`src/rtl/print_cycle_ctl_pkg.sv`:
```
// Shared definitions for the 2821 print-line sequencers: cycle states and
// bar-counter widths reused by sibling printer controllers.
package print_cycle_ctl_pkg;

  localparam int BAR_BIN_W = 8;
  localparam int MAX_SCANS = 63;
  localparam int SCAN_W    = $clog2(MAX_SCANS + 1);

  typedef enum logic [2:0] {
    ST_IDLE,
    ST_BRST,
    ST_SETTLE,
    ST_CMP,
    ST_ADV,
    ST_CHK,
    ST_DONE
  } cycle_state_e;

  function automatic logic is_busy(input cycle_state_e s);
    return s != ST_IDLE;
  endfunction

endpackage

```
`src/rtl/print_cycle_ctl_gap_timer.sv`:
```
// Print-compare dwell timer: loaded with ADV_GAP-1 ahead of each compare
// window and counted down while comparing; expire_o flags the last cycle.
module gap_timer #(
  parameter int ADV_GAP = 3
) (
  input  logic clk_i,
  input  logic rst_ni,
  input  logic load_i,
  input  logic en_i,
  output logic expire_o
);

  localparam int CNT_W = (ADV_GAP > 1) ? $clog2(ADV_GAP) : 1;

  logic [CNT_W-1:0] cnt_q, cnt_d;

  always_comb begin
    cnt_d = cnt_q;
    if (load_i) begin
      cnt_d = CNT_W'(ADV_GAP - 1);
    end else if (en_i && (cnt_q != '0)) begin
      cnt_d = cnt_q - 1'b1;
    end
  end

  always_ff @(posedge clk_i or negedge rst_ni) begin
    if (!rst_ni) begin
      cnt_q <= '0;
    end else begin
      cnt_q <= cnt_d;
    end
  end

  assign expire_o = (cnt_q == '0);

endmodule

```
`src/rtl/print_cycle_ctl.sv`:
```
// Print-line cycle sequencer: resets and steps the print bar through every
// position for SCANS scans, verifying the bar readback at the end of each scan.
module print_cycle_ctl
  import print_cycle_ctl_pkg::*;
#(
  parameter int POSITIONS = 132,
  parameter int ADV_GAP   = 3,
  parameter int SCANS     = 48
) (
  input  logic                 i_clk,
  input  logic                 i_reset,
  input  logic                 i_start,
  input  logic                 i_abort,
  input  logic                 i_line_fired,
  input  logic [BAR_BIN_W-1:0] i_bar_binary,
  output logic                 o_bar_reset,
  output logic                 o_bar_advance,
  output logic                 o_print_compare,
  output logic                 o_busy,
  output logic                 o_done,
  output logic                 o_check,
  output logic [SCAN_W-1:0]    o_scan
);

  localparam logic [BAR_BIN_W-1:0] LAST_POS  = BAR_BIN_W'(POSITIONS - 1);
  localparam logic [SCAN_W-1:0]    SCAN_LAST = SCAN_W'(SCANS);

  cycle_state_e         state_q, state_d;
  logic [BAR_BIN_W-1:0] pos_q, pos_d;
  logic [SCAN_W-1:0]    scan_q, scan_d, scan_inc;
  logic                 check_q, check_d;
  logic                 bar_reset_q, bar_advance_q, print_compare_q, busy_q, done_q;
  logic                 gap_load, gap_expire;

  // SETTLE and ADV are the only predecessors of CMP, so loading there arms
  // the timer exactly on entry to every compare window.
  assign gap_load = (state_q == ST_SETTLE) || (state_q == ST_ADV);

  gap_timer #(
    .ADV_GAP (ADV_GAP)
  ) u_gap_timer (
    .clk_i    (i_clk),
    .rst_ni   (i_reset),
    .load_i   (gap_load),
    .en_i     (state_q == ST_CMP),
    .expire_o (gap_expire)
  );

  assign scan_inc = scan_q + 1'b1;

  always_comb begin
    state_d = state_q;
    pos_d   = pos_q;
    scan_d  = scan_q;
    check_d = check_q;
    case (state_q)
      ST_IDLE: begin
        if (i_start && !i_abort) begin
          scan_d  = '0;
          check_d = 1'b0;
          state_d = ST_BRST;
        end
      end
      ST_BRST: begin
        pos_d   = '0;
        state_d = ST_SETTLE;
      end
      ST_SETTLE: state_d = ST_CMP;
      ST_CMP: begin
        if (gap_expire) begin
          state_d = (pos_q < LAST_POS) ? ST_ADV : ST_CHK;
        end
      end
      ST_ADV: begin
        pos_d   = pos_q + 1'b1;
        state_d = ST_CMP;
      end
      ST_CHK: begin
        if (i_bar_binary != LAST_POS) begin
          check_d = 1'b1;
          state_d = ST_IDLE;
        end else begin
          scan_d  = scan_inc;
          state_d = ((scan_inc == SCAN_LAST) || i_line_fired) ? ST_DONE : ST_BRST;
        end
      end
      ST_DONE: state_d = ST_IDLE;
      default: state_d = ST_IDLE;
    endcase
    // Abort freezes the counters and the sticky error where they stand.
    if ((state_q != ST_IDLE) && i_abort) begin
      state_d = ST_IDLE;
      pos_d   = pos_q;
      scan_d  = scan_q;
      check_d = check_q;
    end
  end

  always_ff @(posedge i_clk or negedge i_reset) begin
    if (!i_reset) begin
      state_q         <= ST_IDLE;
      pos_q           <= '0;
      scan_q          <= '0;
      check_q         <= 1'b0;
      bar_reset_q     <= 1'b0;
      bar_advance_q   <= 1'b0;
      print_compare_q <= 1'b0;
      busy_q          <= 1'b0;
      done_q          <= 1'b0;
    end else begin
      state_q         <= state_d;
      pos_q           <= pos_d;
      scan_q          <= scan_d;
      check_q         <= check_d;
      bar_reset_q     <= (state_d == ST_BRST);
      bar_advance_q   <= (state_d == ST_ADV);
      print_compare_q <= (state_d == ST_CMP);
      busy_q          <= is_busy(state_d);
      done_q          <= (state_d == ST_DONE);
    end
  end

  assign o_bar_reset     = bar_reset_q;
  assign o_bar_advance   = bar_advance_q;
  assign o_print_compare = print_compare_q;
  assign o_busy          = busy_q;
  assign o_done          = done_q;
  assign o_check         = check_q;
  assign o_scan          = scan_q;

endmodule

```
`config.mk`:
```
export PLATFORM = sky130hd
export DESIGN_NAME = print_cycle_ctl
export DESIGN_NICKNAME = d
export VERILOG_FILES = /design/src/rtl/print_cycle_ctl_pkg.sv /design/src/rtl/print_cycle_ctl_gap_timer.sv /design/src/rtl/print_cycle_ctl.sv
export SDC_FILE = /design/constraint.sdc
export NUM_CORES = 1
export LEC_CHECK = 0
export CAP_MARGIN = 0
export CORE_MARGIN = 2
export CORE_UTILIZATION = 47
export CTS_CLUSTER_SIZE = 8
export DETAILED_ROUTE_END_ITERATION = 7
export PLACE_DENSITY = 0.86
export SLEW_MARGIN = 20
export SYNTH_ARGS = -nofsm -noshare
export SYNTH_HDL_FRONTEND = slang
export SYNTH_SLANG_ARGS = --single-unit
```
`constraint.sdc`:
```
create_clock -name i_clk -period 1.5 [get_ports i_clk]
set_input_delay 0.3 -clock i_clk [delete_from_list [all_inputs] [get_ports i_clk]]
set_output_delay 0.3 -clock i_clk [all_outputs]
set_load 0.02 [all_outputs]
```
* Word-level counts from Yosys, hierarchy flattened
Cells that the tools add are included.
** Word-level totals
- Register bits :: 25
- Logic and storage cells :: 63
- Output and inout port bits :: 12
- Bits of input ports :: 13
** Cells by class
- Equal/unequal tests :: 14
- Add/sub/neg operators :: 3
- Bitwise operators :: 1
- Reduce and logical (&&, ||, !) cells :: 18
- Mux-type cells :: 16
- Order comparisons :: 1
** Operator list (number)
- 8-bit one-hot mux with 2 select lines :: 1
- 3-bit 2-to-1 mux :: 5
- 3-bit one-hot mux with 5 select lines :: 1
- 3-bit equality test, second input constant :: 4
- 6-bit 2-to-1 mux :: 2
- 6-bit one-hot mux with 2 select lines :: 1
- 3-bit by 2-bit equality test with 1-bit output, second input constant :: 3
- 8-bit by 1-bit adder with 8-bit output, second input constant :: 1
- 8-bit < comparator, second input constant :: 1
- 8-bit != test, second input constant :: 1
- 4-bit AND reduction :: 2
- 2-bit nonzero test :: 4
- 6-bit by 1-bit adder with 6-bit output, second input constant :: 1
- 3-bit by 1-bit equality test with 1-bit output, second input constant :: 2
- 6-bit equality test, second input constant :: 1
- 2-bit != test, second input constant :: 3
- 3-bit nonzero test :: 2
- 2-bit 2-to-1 mux :: 2
- 1-bit logical AND :: 3
- 3-bit zero test :: 1
- 1-bit 2-to-1 mux :: 3
- 2-bit zero test :: 1
- 1-bit logical OR :: 2
- 1-bit one-hot mux with 2 select lines :: 1
- other kinds (5) :: 5

* Logic depth before layout (Yosys ltp)
- Depth in word-level cells :: 8
- Mapped depth :: 7
- Depth with buffers taken out :: 7

* Hierarchy
A second synthesis with hierarchy kept.
** Second synthesis, totals
- Cell total of the unflattened synthesis :: 150
- Area, all modules :: 1422.6 um^2
** By module, submodules not included
- print_cycle_ctl :: sequential area each 575.6 um^2, area each 1293.7 um^2, times used 1, cells each 138
- gap_timer :: sequential area each 50.0 um^2, area each 128.9 um^2, times used 1, cells each 12

* Worst setup path before layout
OpenSTA, ideal clock, no wires.
- Kind :: reg-to-reg
- Start point :: register scan_q[4], in the netlist o_scan[4]
- End point :: register state_q[2]
- Path buffers :: 0
- Data required time :: 1.428 ns
- Clock period less this slack :: 1.548 ns
- Library setup time :: 0.072 ns
- Cell stages (with the launch flop) :: 6
- Path slack :: -0.048 ns
- Arrival time :: 1.476 ns
- Cells stage by stage :: dfrtp_1 > a21bo_1 > o21ai_2 > a41oi_2 > o41a_1 > nor2_1
** On the way
- Word-level cells in the longest chain between the ends :: 7
** RTL lines
- from (decl) :: RTL line print_cycle_ctl.sv:30 : logic [SCAN_W-1:0] scan_q, scan_d, scan_inc;
- from (signal assigned) :: RTL line print_cycle_ctl.sv:113 : scan_q <= scan_d;
- 6-bit by 1-bit adder with 6-bit output :: RTL line print_cycle_ctl.sv:49 : assign scan_inc = scan_q + 1'b1;
- 6-bit equality test :: RTL line print_cycle_ctl.sv:84 : state_d = ((scan_inc == SCAN_LAST) || i_line_fired) ? ST_DONE : ST_BRST;
- 1-bit logical OR :: RTL line print_cycle_ctl.sv:84
- 3-bit 2-to-1 mux :: RTL line print_cycle_ctl.sv:84
- 3-bit 2-to-1 mux :: RTL line print_cycle_ctl.sv:79 : if (i_bar_binary != LAST_POS) begin
- 3-bit one-hot mux with 5 select lines :: RTL line print_cycle_ctl.sv:56 : case (state_q)
- 3-bit 2-to-1 mux :: RTL line print_cycle_ctl.sv:91 : if ((state_q != ST_IDLE) && i_abort) begin
- named net state_d[2] :: RTL line print_cycle_ctl.sv:28 : cycle_state_e state_q, state_d;
- to (signal assigned) :: RTL line print_cycle_ctl.sv:111 : state_q <= state_d;
- to (decl) :: RTL line print_cycle_ctl.sv:28
The timed path passes the listed nets, and every way through them passes these cells.
A chain may end at the register's enable or synchronous reset.

* Worst setup path in the final report
- Start point :: register state_q[0]
- End point :: register scan_q[5], in the netlist o_scan[5]
** On the way
- Word-level cells in the longest chain between the ends :: 4
- Elaborated cells between the ends (all ways) :: 10
- Classes of those cells :: 3 x eq/ne; 1 x mux; 1 x bitwise; 5 x reduce/logical
** RTL lines
- branches (longest 4 deep; another with 4-bit AND reduction)
Parallel ways; which one is timed is not known.

==> reports/results.tsv <==
metric	value	unit
clock tree skew after final layout	0.01918	ns
Vias	1576	
Period Utilization, post-route	1.081	
max_cap viols	0	
power per cell area	1133	mW/mm^2
count of unique library cells instantiated by Yosys	41	
minimum hold slack	0.3192	ns
setup repair after global routing missed its margin	true	
area share of the largest cell type after synthesis	0.4274	
mean post-synth cell area	8.981	sq um
worst rel slew slack	0.7473	
total global routing track utilization	0.2767	
root buffer cell	clkbuf_4	
worst-case clock buffer depth	2	
Final nets	243	
fmax	616.9	MHz
Syn Std Cell Area	0.001464	sq mm
Final Slew Violations	0	
Post-synth ARST share	1.000	
final number of hold-violating endpoints	0	
Period minus WS final	1.621	ns
final HPWL from detailed placement	3.187	mm
Ys Warns	0	
most frequent cell after synthesis	dfrtp_1	
status	finished with violations	
Synth area leader	dfrtp_1	
mean number of vias per cell	6.085	
Critical path buffers and inverters	0	
floorplan core area	0.003003	sq mm
Worst Path Required	1.73	ns
area after detailed placement	0.001994	sq mm
placer congestion estimate	0.8949	
worst path cell trace	nand2_2 > and4b_2 > o311ai_4 > o21ai_1 > o21ai_1	
Util after Layout	0.7188	
final global-route overflow total	0	
gate count after technology mapping	163	
critical path launch point type	flop	
Critical Path AT	1.85	ns
cell leakage power	0.0009997	uW
Die H	59.81	um
slowest cell on the critical path	dfrtp_2	
global-route wire length before repair	7.410	mm
cts bufs inserted	3	
setup total negative slack	-0.9513	ns
fraction of final layout cells sized beyond drive strength 1	0.3230	
most used cell along the critical path	o21ai_1	
number of enable-type register cells in the synthesized netlist	0	
TritonCTS sink count	25	
cell types with the highest counts after synthesis	dfrtp_1 (25), o21ai_0 (21), nor2_1 (17), a21oi_1 (16), nand2_1 (16)	
transition time at the pin with the least slew margin	0.3782	ns
clk slew on worst S/H paths	0.15	ns
clock tree from TritonCTS	built	
top post-synthesis cells by area	dfrtp_1 (43%), o21ai_0 (7.2%), a21oi_1 (5.5%)	
wirelength, routed	4.598	mm
width of the die	59.81	um
IO Port Bufs	24	
Routed WL per cell	17.75	um
Top delay family on crit path	compound AO/OA/AOI/OAI gates	
starting density of the core	0.4875	
count of routing violations after the opening detailed-route iteration	89	
initial antenna violation count	0	
number of top-level pins	25	
largest net degree at the start of global routing	26	
setup violation total in the final timing report	13	
Critical Path Fanout Max	6	
Worst-Skew Late Latency	0.32	ns
top_reg_cell synth	dfrtp_1	
maximum VDD drop	0.0007891	V
highest cell delay on the worst timing path	0.48	ns
row cnt	20	
total power consumption of the routed design	2446	uW
worst setup slack after layout	-0.1210	ns
violated checks	setup timing	
final std cell area, no fill	0.002158	sq mm
H-Tree Level Count	1	
post-synthesis sequential element count	25	
critical path class	flop to flop	
number of global-route vias before repair	1620	
First-pass DRT Iterations	4	
Antenna diodes	0	
Post-Synthesis Net Count	179	
worst hold path class	input port to async pin	
sequential element share of the synthesized area	0.4274	
area growth from synthesis to layout	47.44	%
DIE AREA	0.003577	sq mm
count of unresolved DRC violations after routing	0	
category of the worst setup path capture point	flop	
Antenna Violating Nets Remaining	0	
==> final cells by class <==
cell class	count	area [sq um]
clock buffer	4	26.28
fill	211	844.6
inverter	5	18.77
multi-input combinational	126	899.6
sequential	25	629.4
tap	33	41.29
timing repair buffer	66	543.0
==> cell usage in the layout, fill, tap and decap left out, types with 3 or more instances in the layout <==
master / n
inv_1: 5
buf_4: 40
ha_1: 3
nand3_1: 5
dlygate4sd2_1: 16
nor2_1: 16
nand4_1: 4
xor2_1: 3
nand4b_1: 3
o21ai_0: 12
a21oi_1: 13
clkbuf_4: 3
dfrtp_2: 3
o21ai_1: 8
clkdlybuf4s50_1: 7
nand2_1: 15
dfrtp_1: 22
==> logic make-up after synthesis <==
family          after synthesis  synth area share
flops                        25            0.4274
fa+ha+maj                     3           0.02564
buf+inv                      12           0.04358
xor+xnor                      5           0.02992
simple gates                 65            0.2462
compound gates               53            0.2274
==> flip-flops by register name, indices dropped and copies added, names as in the netlist <==
name and count:
o_done 1, pos_q 8, o_scan 6, u_gap_timer.cnt_q 2, state_q 3, o_check 1
o_bar_reset 1, o_bar_advance 1, o_busy 1, o_print_compare 1
==> power breakdown <==
part	internal (uW)	total [uW]	switching [uW]
Sequential	769	853	84.6
Combinational	595	1280	687
Clock	104	311	207
==> routing by layer <==
| metal | GRT usage | vias up | share of wire |
|---|---|---|---|
| met5 | 0 | - | 0 |
| met4 | 0.1238 | 0 | 0.030 |
| met3 | 0.03247 | 15 | 0.075 |
| met2 | 0.4798 | 83 | 0.53 |
| met1 | 0.3420 | 751 | 0.37 |
| li1 | - | 727 | - |
==> metrics by stage <==
stage,worst slack [ns],cells
final,-0.1210,259
after global routing,-0.2002,259
after CTS,-0.1197,259
after detailed placement,-0.5719,252
after global placement,-0.4392,252
after floorplan,0.0004172,163
==> worst paths after layout <==
kind                                        from                     to  slack, ns  cells past startpoint
min in group i_clk         o_scan[2]$_DFFE_PN0P_  o_scan[2]$_DFFE_PN0P_       0.60                      1
max reg2reg                 state_q[0]$_DFF_PN0_  o_scan[5]$_DFFE_PN0P_      -0.12                      5
max in group asynchronous                i_reset  o_scan[4]$_DFFE_PN0P_       0.88                      2
min                                      i_reset   pos_q[1]$_DFFE_PN0P_       0.32                      2
min reg2reg                o_scan[2]$_DFFE_PN0P_  o_scan[2]$_DFFE_PN0P_       0.60                      1
max                         state_q[0]$_DFF_PN0_  o_scan[5]$_DFFE_PN0P_      -0.12                      5
==> what timing repair did <==
| item | CTS | global route |
|---|---|---|
| resized for setup | 39 | 15 |
| pin swaps | 16 | 8 |
| hold buffers | 0 | 0 |
| endpoints found under the setup margin | 26 | 18 |
| buffers inserted | 4 | 0 |
==> worst register-to-register path: stages, from the launching register on <==
cell	delay (ns)
dfrtp_2	0.48
nand2_2	0.17
and4b_2	0.29
o311ai_4	0.35
o21ai_1	0.12
o21ai_1	0.11
Power figures use the tool's default switching activity.
